`src/rtl/regfile_wb_arbiter.sv`:
```
// Register file write-port arbiter: shares WEN/RW/busW between pipeline writeback and a
// buffered MDU result stream, and tracks pending MDU destinations for decode RAW stalls.
module regfile_wb_arbiter #(
    parameter int unsigned DEPTH      = 2,
    parameter int unsigned STARVE_MAX = 4
) (
    input  logic        Clk,
    input  logic        rst,
    input  logic        pipe_wen,
    input  logic [4:0]  pipe_rw,
    input  logic [31:0] pipe_data,
    input  logic        mdu_valid,
    output logic        mdu_ready,
    input  logic [4:0]  mdu_rw,
    input  logic [31:0] mdu_data,
    input  logic        iss_valid,
    input  logic [4:0]  iss_rd,
    input  logic [4:0]  chk_rs,
    input  logic [4:0]  chk_rt,
    output logic        raw_stall,
    output logic        pipe_hold,
    output logic        err,
    output logic        WEN,
    output logic [4:0]  RW,
    output logic [31:0] busW
);
    localparam int unsigned AW = (DEPTH > 1) ? $clog2(DEPTH) : 1;
    localparam int unsigned CW = AW + 1;
    localparam logic [CW-1:0] FULL_CNT = CW'(DEPTH);
    localparam logic [4:0] STARVE_LIM = 5'(STARVE_MAX);

    typedef enum logic [0:0] {StNormal, StForce} state_e;

    state_e        r_state, w_state_d;
    logic [3:0]    r_starve, w_starve_d;
    logic [CW-1:0] r_count, w_count_d;
    logic [AW-1:0] r_wr_ptr, r_rd_ptr;
    logic [4:0]    r_fifo_rw   [DEPTH];
    logic [31:0]   r_fifo_data [DEPTH];
    logic [31:0]   r_busy, w_busy_d;
    logic          r_err;
    logic          r_wen;
    logic [4:0]    r_rw;
    logic [31:0]   r_busw;

    logic          w_full, w_empty, w_push, w_pop;
    logic          w_pipe_req, w_pipe_win, w_iss_set, w_err_set;
    logic [4:0]    w_head_rw;
    logic [31:0]   w_head_data;
    logic [4:0]    w_starve_inc;

    assign w_full      = (r_count == FULL_CNT);
    assign w_empty     = (r_count == '0);
    assign mdu_ready   = !w_full;
    // Zero-destination results complete the handshake but are dropped.
    assign w_push      = mdu_valid && !w_full && (mdu_rw != 5'd0);
    assign w_head_rw   = r_fifo_rw[r_rd_ptr];
    assign w_head_data = r_fifo_data[r_rd_ptr];

    assign pipe_hold   = (r_state == StForce);
    assign w_pipe_req  = pipe_wen && (pipe_rw != 5'd0);
    assign w_pipe_win  = w_pipe_req && (r_state == StNormal);
    assign w_pop       = !w_pipe_win && !w_empty;
    assign w_iss_set   = iss_valid && (iss_rd != 5'd0);

    assign w_err_set = (w_pipe_req && pipe_hold)
                     || (w_iss_set && r_busy[iss_rd])
                     || (w_pop && !r_busy[w_head_rw]);

    assign raw_stall = r_busy[chk_rs] | r_busy[chk_rt];
    assign err       = r_err;
    assign WEN       = r_wen;
    assign RW        = r_rw;
    assign busW      = r_busw;

    always_ff @(posedge Clk) begin
        if (w_push) begin
            r_fifo_rw[r_wr_ptr]   <= mdu_rw;
            r_fifo_data[r_wr_ptr] <= mdu_data;
        end
    end

    always_comb begin
        w_count_d = r_count;
        if (w_push && !w_pop) begin
            w_count_d = r_count + CW'(1);
        end else if (!w_push && w_pop) begin
            w_count_d = r_count - CW'(1);
        end
    end

    assign w_starve_inc = {1'b0, r_starve} + 5'd1;

    always_comb begin
        w_state_d  = r_state;
        w_starve_d = r_starve;
        case (r_state)
            StNormal: begin
                if (w_pipe_win && !w_empty) begin
                    w_starve_d = w_starve_inc[3:0];
                    if (w_starve_inc >= STARVE_LIM) begin
                        w_state_d = StForce;
                    end
                end else begin
                    w_starve_d = '0;
                end
            end
            StForce: begin
                if (w_pop || w_empty) begin
                    w_state_d  = StNormal;
                    w_starve_d = '0;
                end
            end
            default: begin
                w_state_d  = StNormal;
                w_starve_d = '0;
            end
        endcase
    end

    // A same-cycle issue to the register being retired keeps it busy.
    always_comb begin
        w_busy_d = r_busy;
        if (w_pop) begin
            w_busy_d[w_head_rw] = 1'b0;
        end
        if (w_iss_set) begin
            w_busy_d[iss_rd] = 1'b1;
        end
        w_busy_d[0] = 1'b0;
    end

    always_ff @(posedge Clk or posedge rst) begin
        if (rst) begin
            r_state  <= StNormal;
            r_starve <= '0;
            r_count  <= '0;
            r_wr_ptr <= '0;
            r_rd_ptr <= '0;
            r_busy   <= '0;
            r_err    <= 1'b0;
        end else begin
            r_state  <= w_state_d;
            r_starve <= w_starve_d;
            r_count  <= w_count_d;
            r_busy   <= w_busy_d;
            r_err    <= r_err | w_err_set;
            if (w_push) begin
                r_wr_ptr <= r_wr_ptr + AW'(1);
            end
            if (w_pop) begin
                r_rd_ptr <= r_rd_ptr + AW'(1);
            end
        end
    end

    always_ff @(posedge Clk or posedge rst) begin
        if (rst) begin
            r_wen  <= 1'b0;
            r_rw   <= '0;
            r_busw <= '0;
        end else if (w_pipe_win) begin
            r_wen  <= 1'b1;
            r_rw   <= pipe_rw;
            r_busw <= pipe_data;
        end else if (w_pop) begin
            r_wen  <= 1'b1;
            r_rw   <= w_head_rw;
            r_busw <= w_head_data;
        end else begin
            r_wen  <= 1'b0;
        end
    end

endmodule

```
`config.mk`:
```
export PLATFORM = sky130hd
export DESIGN_NAME = regfile_wb_arbiter
export DESIGN_NICKNAME = d
export VERILOG_FILES = /design/src/rtl/regfile_wb_arbiter.sv
export SDC_FILE = /design/constraint.sdc
export NUM_CORES = 1
export LEC_CHECK = 0
export CAP_MARGIN = 10
export CORE_MARGIN = 2
export CORE_UTILIZATION = 52
export DETAILED_ROUTE_END_ITERATION = 12
export GPL_ROUTABILITY_DRIVEN = 0
export PLACE_DENSITY_LB_ADDON = 0.1
export SYNTH_ARGS = -nofsm -noshare
export SYNTH_HDL_FRONTEND = slang
export SYNTH_SLANG_ARGS = --single-unit
```
`constraint.sdc`:
```
create_clock -name Clk -period 3.85 [get_ports Clk]
set_clock_uncertainty 0.1 [all_clocks]
set_input_delay 0.385 -clock Clk [delete_from_list [all_inputs] [get_ports Clk]]
set_output_delay 0.385 -clock Clk [all_outputs]
set_load 0.1 [all_outputs]
```
After elaboration in Yosys (flattened, before gate mapping)
Memories as Yosys holds them, arrays and structs flattened.
Index checks and enable logic that the tools add are counted.

storage, ports and cells
  logic and storage cells = 92
  memories = 2
  bits in writable memories = 74
  output and inout bits = 42
  input port bits = 94
  register bits after elaboration = 79

cells by class
  bitwise gates (word level) = 6
  $lt $le $gt $ge = 7
  equality and inequality tests = 2
  reductions and logical operators = 29
  mux-type cells = 31
  add/subtract/negate cells = 5

memory list
  name         depth  bits a word  rd ports  clocked after Yosys merged registers in  write ports  line  text
  r_fifo_data  2      32           1         0                                        1            39    logic [31:0] r_fifo_data [DEPTH];
  r_fifo_rw    2      5            1         0                                        1            38    logic [4:0] r_fifo_rw [DEPTH];

operators by type and width
  cell                                                                                  number
  32-bit two-way mux                                                                    4
  32-bit AND                                                                            1
  32-bit inverter                                                                       1
  32-bit bitwise OR                                                                     1
  5-bit by 6-bit < comparator with 1-bit output (second input constant)                 4
  1-bit binary-select mux with 5-bit select                                             4
  5-bit nonzero test                                                                    3
  1-bit logical AND                                                                     14
  1-bit two-way mux                                                                     13
  1-bit demux with 5-bit select                                                         2
  5-bit by 1-bit greater-or-equal comparator with 1-bit output (second input constant)  2
  5-bit two-way mux                                                                     2
  4-bit two-way mux                                                                     2
  4-bit case mux with 2 select lines                                                    1
  1-bit zero test                                                                       6
  4-bit by 1-bit adder with 5-bit output (second input constant)                        1
  5-bit by 3-bit greater-or-equal comparator with 1-bit output (second input constant)  1
  2-bit two-way mux                                                                     2
  2-bit nonzero test                                                                    2
  1-bit logical OR                                                                      3
  1-bit adder (second input constant)                                                   2
  2-bit by 1-bit adder with 2-bit output (second input constant)                        1
  2-bit == test (second input constant)                                                 1
  2-bit zero test                                                                       1
  other kinds (5)                                                                       6

Logic depth before layout (Yosys ltp)
Gate-level depths: netlist (run 1).
An unclocked memory read counts as a cell.

  depth in word-level cells = 10
  mapped depth = 8
  gate-level depth less buffers = 8

Least setup slack after synthesis (run 1)
Ideal clock, no wire load.

  path type = register -> register
  from = register r_count[0]
  to = memory r_fifo_data[0][0] (enable)
  period minus slack after synthesis = 3.676 ns
  slack = 0.174 ns
  buffers on the path = 0
  data required time = 3.319 ns
  library setup time = 0.431 ns
  arrival = 3.145 ns
  stages on the path, launching flop included = 4
  path through = dfrtp_1 > nand2b_1 > o211ai_1 > nor2_1

on the way
  cells in the longest elaborated chain, start to end = 6

RTL lines
  what                                     line  text
  start, declared                          36    logic [CW-1:0] r_count, w_count_d;
  start signal, assigned                   145   r_count <= w_count_d;
  2-bit == test                            52    assign w_full = (r_count == FULL_CNT);
  1-bit zero test                          --
  named net mdu_ready                      13    output logic mdu_ready,
  1-bit logical AND (2 in series)          56    assign w_push = mdu_valid && !w_full && (mdu_rw != 5'd0);
  1-bit two-way mux                        77    if (w_push) begin
  1-bit two-way mux (implied by the code)  79    r_fifo_data[r_wr_ptr] <= mdu_data;
  end, declared                            39

The timed path passes the listed nets, and every way through them passes these cells.

Worst setup path after layout (run 1)
  from = input chk_rs[2]
  to = output raw_stall

on the way
  cells in the longest elaborated chain, start to end = 3

RTL lines
  what                                       line  text
  start, declared                            18    input logic [4:0] chk_rs,
  1-bit binary-select mux with 5-bit select  70    assign raw_stall = r_busy[chk_rs] | r_busy[chk_rt];
  1-bit two-way mux (implied by the code)    70
  1-bit bitwise OR                           70
  end, declared                              20    output logic raw_stall,

Every way passes these cells. The select of a mux whose other input is x is not followed.

==> results.cfg, run 1 <==
[route]
ant_nets = 0
drt_wl_total_um = 18600
drt_first_pass_iters = 5
dr_total_vias = 5687
drc = 0
wl_per_cell_um = 20.0
drt_iter0_drc = 614
viasPerCell = 6.13

[cts]
clk_pin_slew_worst_paths_ps = 60
post_cts_buffers = 0
clock_latency_ps = 410
clockBufferDepth = 2
postCtsResizedCells = 0
root_buffer = clkbuf_16
hold_buffers = 0
clock-sinks = 153
htree_num_levels = 4
cts_tree = done
cts_buffers = 17

[global_routing]
grt_max_degree = 46
antenna_found_initial = 0
track_usage_pct = 26.0
grt_overflow = 0
grt_pass1_wl_um = 29000
grt_pass1_vias = 5572

[worst_setup_path]
rrSetupSlack_ps = 1080
crit_family = multiplexers
slowest_stage = clkdlybuf4s50_1
cp.required_ps = 3370
critPathMostFrequentCell = mux4_2
startpoint = chk_rs[2]
critPathKind = input port to primary output
cp-start-kind = input port
crit_cells = 6
cpPeakStageDelay_ps = 760
cp-end-kind = primary output
rr_worst_depth = 7
r2r-end = err
crit_arrival_ps = 2630
cp_cell_sequence = clkdlybuf4s50_1 -> mux4_2 -> mux4_2 -> mux2i_1 -> nand2_1 -> buf_4
crit_end = raw_stall
r2r-start = r_rd_ptr
crit_path_max_fanout = 9
critPathBufInv = 2

[final_layout]
fillCellCount = 980
num_antenna_cells = 0
nets = 836
syn_to_final_growth_pct = 29.1
final_cell_mix = 134 x clkdlybuf4s50_1, 104 x o21ai_0, 78 x dfrtp_1
final_common_cell = clkdlybuf4s50_1
drive_above_1_share_pct = 10.4
post-route-util_pct = 69.3

[place]
dp_hpwl_um = 12900
port_buffers = 135

[sta]
slew_violations = 0
fmax_mhz = 321
finalSetupViolCount = 0
max_slew_margin_pct = 31.3
setup_tns_ps = 0
rsz0062_at_grt = no
timing.final.crit_share_pct = 80.9
tightest_slew_ps = 1030
hold_viol = 0
period_needed_ps = 3110

[yosys]
netlist_instances = 609
synth-edff-count = 74
synth_area_um2 = 7190
syn-num-nets = 706
synthFlopType = dfrtp_1
ys_seq_area_share_pct = 58.4
yosys.cell_types.count = 47
synthArstFlopShare_pct = 51.6
ys_seq_elements = 153
avgSynthCellArea_um2 = 11.8
yosys_warnings = 0

[hold_path]
hold_path_class = input port to asynchronous set/reset pin

[floorplanning]
std_cell_rows = 42
start_util_pct = 53.7
die_w_um = 122
io_pins = 136
chipHeight_um = 122
dieArea_um2 = 14800
core-area_um2 = 13400

[power]
ir_drop_v = 0.000583
p_per_area_nw_per_um2 = 844
leakage_nw = 3.53
total_power_mw = 7.85

[flow_run]
max_cap_violations = 0

[outcome]
status = finished, final reports clean
[worst reg2reg max path: stages (launching register included)]
cell and delay [ps]:
dfrtp_2 460, buf_4 570, nand2b_1 230, a21boi_0 320
nand2b_1 280, a21oi_1 60, or4_1 540, o211ai_2 140
[sequential cells by signal, summed over array words and instances, names as in the netlist]
register	cells
r_starve	4
pipe_hold	1
r_rd_ptr	1
RW	5
r_busy	31
err	1
r_count	2
r_fifo_data	64
WEN	1
r_fifo_rw	10
busW	32
r_wr_ptr	1
[synth_stat cells (all sizes together), types with 2 or more instances]
cell type,n,area [um2]
a21oi,46,230
a22oi,8,60.1
a31oi,4,25.0
and2,2,12.5
buf,11,62.6
clkbuf,23,86.3
dfrtp,79,1980
edfxtp,74,2220
ha,3,37.5
inv,7,26.3
mux2,2,22.5
mux2i,43,434
mux4,25,563
nand2,56,210
nand2b,12,75.1
nand3,7,35.0
nand3b,8,60.1
nand4,2,12.5
nor2,47,176
nor2b,7,43.8
nor3,5,25.0
nor4,2,12.5
o211ai,2,20.0
o21ai,104,521
o311ai,2,17.5
o32ai,3,26.3
or3b,2,17.5
or4,4,30.0
xnor2,4,35.0
xor2,3,26.3
[layout make-up]
type	count	area, um2	share of cell area [%]
timing repair buffer	145	1420	15.3
sequential	153	4200	45.2
clock inverter	12	124	1.33
clock buffer	20	447	4.81
tap	176	220	2.37
multi-input combinational	415	2850	30.7
inverter	7	27.5	0.296
[layer usage]
layer  vias up  routed length [um]  global-route usage (%)
met5         -                   0                       0
met4         0                 578                    12.1
met3        64                1860                    7.44
met2       357                8860                    40.7
met1      2733                7300                    33.7
li1       2533                   -                       -
[where the power goes]
group	internal [mW]	switching [mW]	leakage (nW)
clock network	0.966	0.629	0.274
logic	1.13	2.33	1.62
registers	2.27	0.518	1.64
total	4.37	3.48	3.53
[worst min-delay path by stage]
| stage | start | endpoint | slack (ps) | cells after the start |
|---|---|---|---|---|
| after floorplan | r_wr_ptr | r_wr_ptr | 360 | 1 |
| after global placement | r_starve[0] | r_starve[0] | 390 | 1 |
| after detailed placement | r_starve[0] | r_starve[0] | 410 | 1 |
| after CTS | rst | r_busy[24] | 270 | 2 |
| after global routing | rst | r_busy[24] | 310 | 2 |
| final | rst | r_busy[24] | 270 | 2 |
[cell families (layout without fill, tap and decap cells)]
family / Yosys count / after routing / share of synthesized area (%)
flip-flops: 153 / 153 / 58.4
AO/OA/AOI/OAI: 177 / 177 / 13.4
multiplexers: 70 / 70 / 14.2
XOR/XNOR: 7 / 7 / 0.852
adder cells (fa/ha/maj): 3 / 3 / 0.522
AND/OR/NAND/NOR: 158 / 158 / 10.2
buffers and inverters: 41 / 184 / 2.43
[stage by stage]
stage,cells,hold slack (ps),setup slack (ps),area (um2)
after floorplan,609,360,174,7190
after global placement,896,392,762,8720
after detailed placement,896,407,713,8720
after CTS,928,275,716,9290
after global routing,928,310,629,9290
final,928,267,737,9290
Power figures use the tool's default switching activity.
==> run 2, diff against run 1 <==
CORE_UTILIZATION = 47   (was 52)
clock period = 2.8 ns   (was 3.85 ns; I/O delays follow)
==> results.cfg, run 2 (synthesis gave the netlist of run 1 again) <==
[outcome]
status = finished, final reports clean

[place]
dp_hpwl_um = 13400
port_buffers = 135
place_ws_ps = -54.5
dpl_cell_area_um2 = 8730

[floorplanning]
core-area_um2 = 15100
die_w_um = 128
io_pins = 136
dieArea_um2 = 16300
std_cell_rows = 45
start_util_pct = 47.7
chipHeight_um = 128

[route]
wl_met2_um = 9090
drt_iter0_drc = 361
met3WireLength_um = 1270
ant_nets = 0
drc = 0
drt_first_pass_iters = 5
drt_wl_total_um = 18600
wl_met1_um = 7440
highest_layer = met4
dr_total_vias = 5553
viasPerCell = 5.85
wl_per_cell_um = 19.6

[sta]
tightest_slew_ps = 1130
slew_violations = 0
max_slew_margin_pct = 24.7
finalSetupViolCount = 0
setup_ws_ps = 85.2
fmax_mhz = 368
holdWs_ps = 136
rsz0062_at_grt = no
timing.final.crit_share_pct = 97.0
hold_viol = 0
period_needed_ps = 2710

[flow_run]
max_cap_violations = 0

[cts]
hold_buffers = 0
cts_tree = done
clock-sinks = 153
clk_pin_slew_worst_paths_ps = 60
htree_num_levels = 4
clockBufferDepth = 2
clock_latency_ps = 410
root_buffer = clkbuf_16
cts_buffers = 17

[global_routing]
grt_max_degree = 68
grt_overflow = 0
antenna_found_initial = 0
grt_pass1_vias = 5631
grt_pass1_wl_um = 29600
track_usage_pct = 23.8

[worst_setup_path]
rrSetupSlack_ps = 270
cp.required_ps = 2420
r2r-start = r_fifo_rw[0][0]
crit_arrival_ps = 2330
cp-start-kind = flip-flop
r2r-end = err
rr_worst_depth = 7
cp-end-kind = primary output
critPathKind = flip-flop to primary output
crit_path_max_fanout = 5

[final_layout]
largest_reg_flops = 64
final_cell_area_um2 = 9310
nets = 845
fillCellCount = 1237
multi_input_area_um2 = 2850
final_common_cell = o21ai_0
num_antenna_cells = 0
syn_to_final_growth_pct = 29.4
final_cell_mix = 104 x o21ai_0, 89 x clkdlybuf4s50_1, 78 x dfrtp_1
largest-register = r_fifo_data
drive_above_1_share_pct = 17.1
ff_latch_area_um2 = 4200

[power]
ir_drop_v = 0.000675
p_per_area_nw_per_um2 = 1160
leakage_nw = 3.64

[hold_path]
hold_path_class = input port to asynchronous set/reset pin
[run 2: cell type report]
type,count,share of cell area [%]
clock buffers,17,4.57
clock inverters,15,1.52
inverters,7,0.296
multi-input cells,415,30.6
flip-flops and latches,153,45.1
well taps,188,2.53
repair buffers,154,15.3
[run 2: worst max path at each step]
| stage | to | startpoint | cells past startpoint | slack (ps) |
|---|---|---|---|---|
| after floorplan | r_fifo_data[1][0] | r_count[0] | 4 | 50 |
| after global placement | raw_stall | chk_rs[2] | 6 | 10 |
| after detailed placement | raw_stall | chk_rs[2] | 6 | -50 |
| after CTS | raw_stall | chk_rt[0] | 7 | 20 |
| after global routing | raw_stall | r_busy[31] | 5 | 20 |
| final | raw_stall | r_busy[31] | 5 | 90 |
[run 2: report_power, final]
part / switching, mW / internal, mW / leakage, nW
logic: 3.23 / 1.56 / 1.73
clock network: 0.931 / 1.24 / 0.274
registers: 0.721 / 3.12 / 1.64
total: 4.88 / 5.92 / 3.64
[run 2: worst max-delay path, stage by stage, from the launching register on]
cell and delay (ps):
dfrtp_1 480, mux4_2 500, mux4_2 480, mux2i_2 170, nand2_1 110, buf_12 180
[run 2: per-stage QoR]
step	std cells	utilization [%]	TNS, ps	power (mW)
after global routing	949	61.7	0	11.3
final	949	61.7	0	10.8
after global placement	916	57.9	0	8.51
after detailed placement	916	57.9	-54.5	8.61
after floorplan	609	-	0	7.20
after CTS	948	61.6	0	10.8
[run 2: layer usage]
layer  up-vias  GRT usage [%]
met5         -              0
li1       2546              -
met4         0           12.9
met1      2692           29.2
met3        61           6.34
met2       254           38.5
[run 2: timing repair]
item                       CTS  global route
setup buffers                0             1
cloned                       0             0
pin swaps                    0             1
setup endpoints to repair    1             1
gates resized for setup      3             3
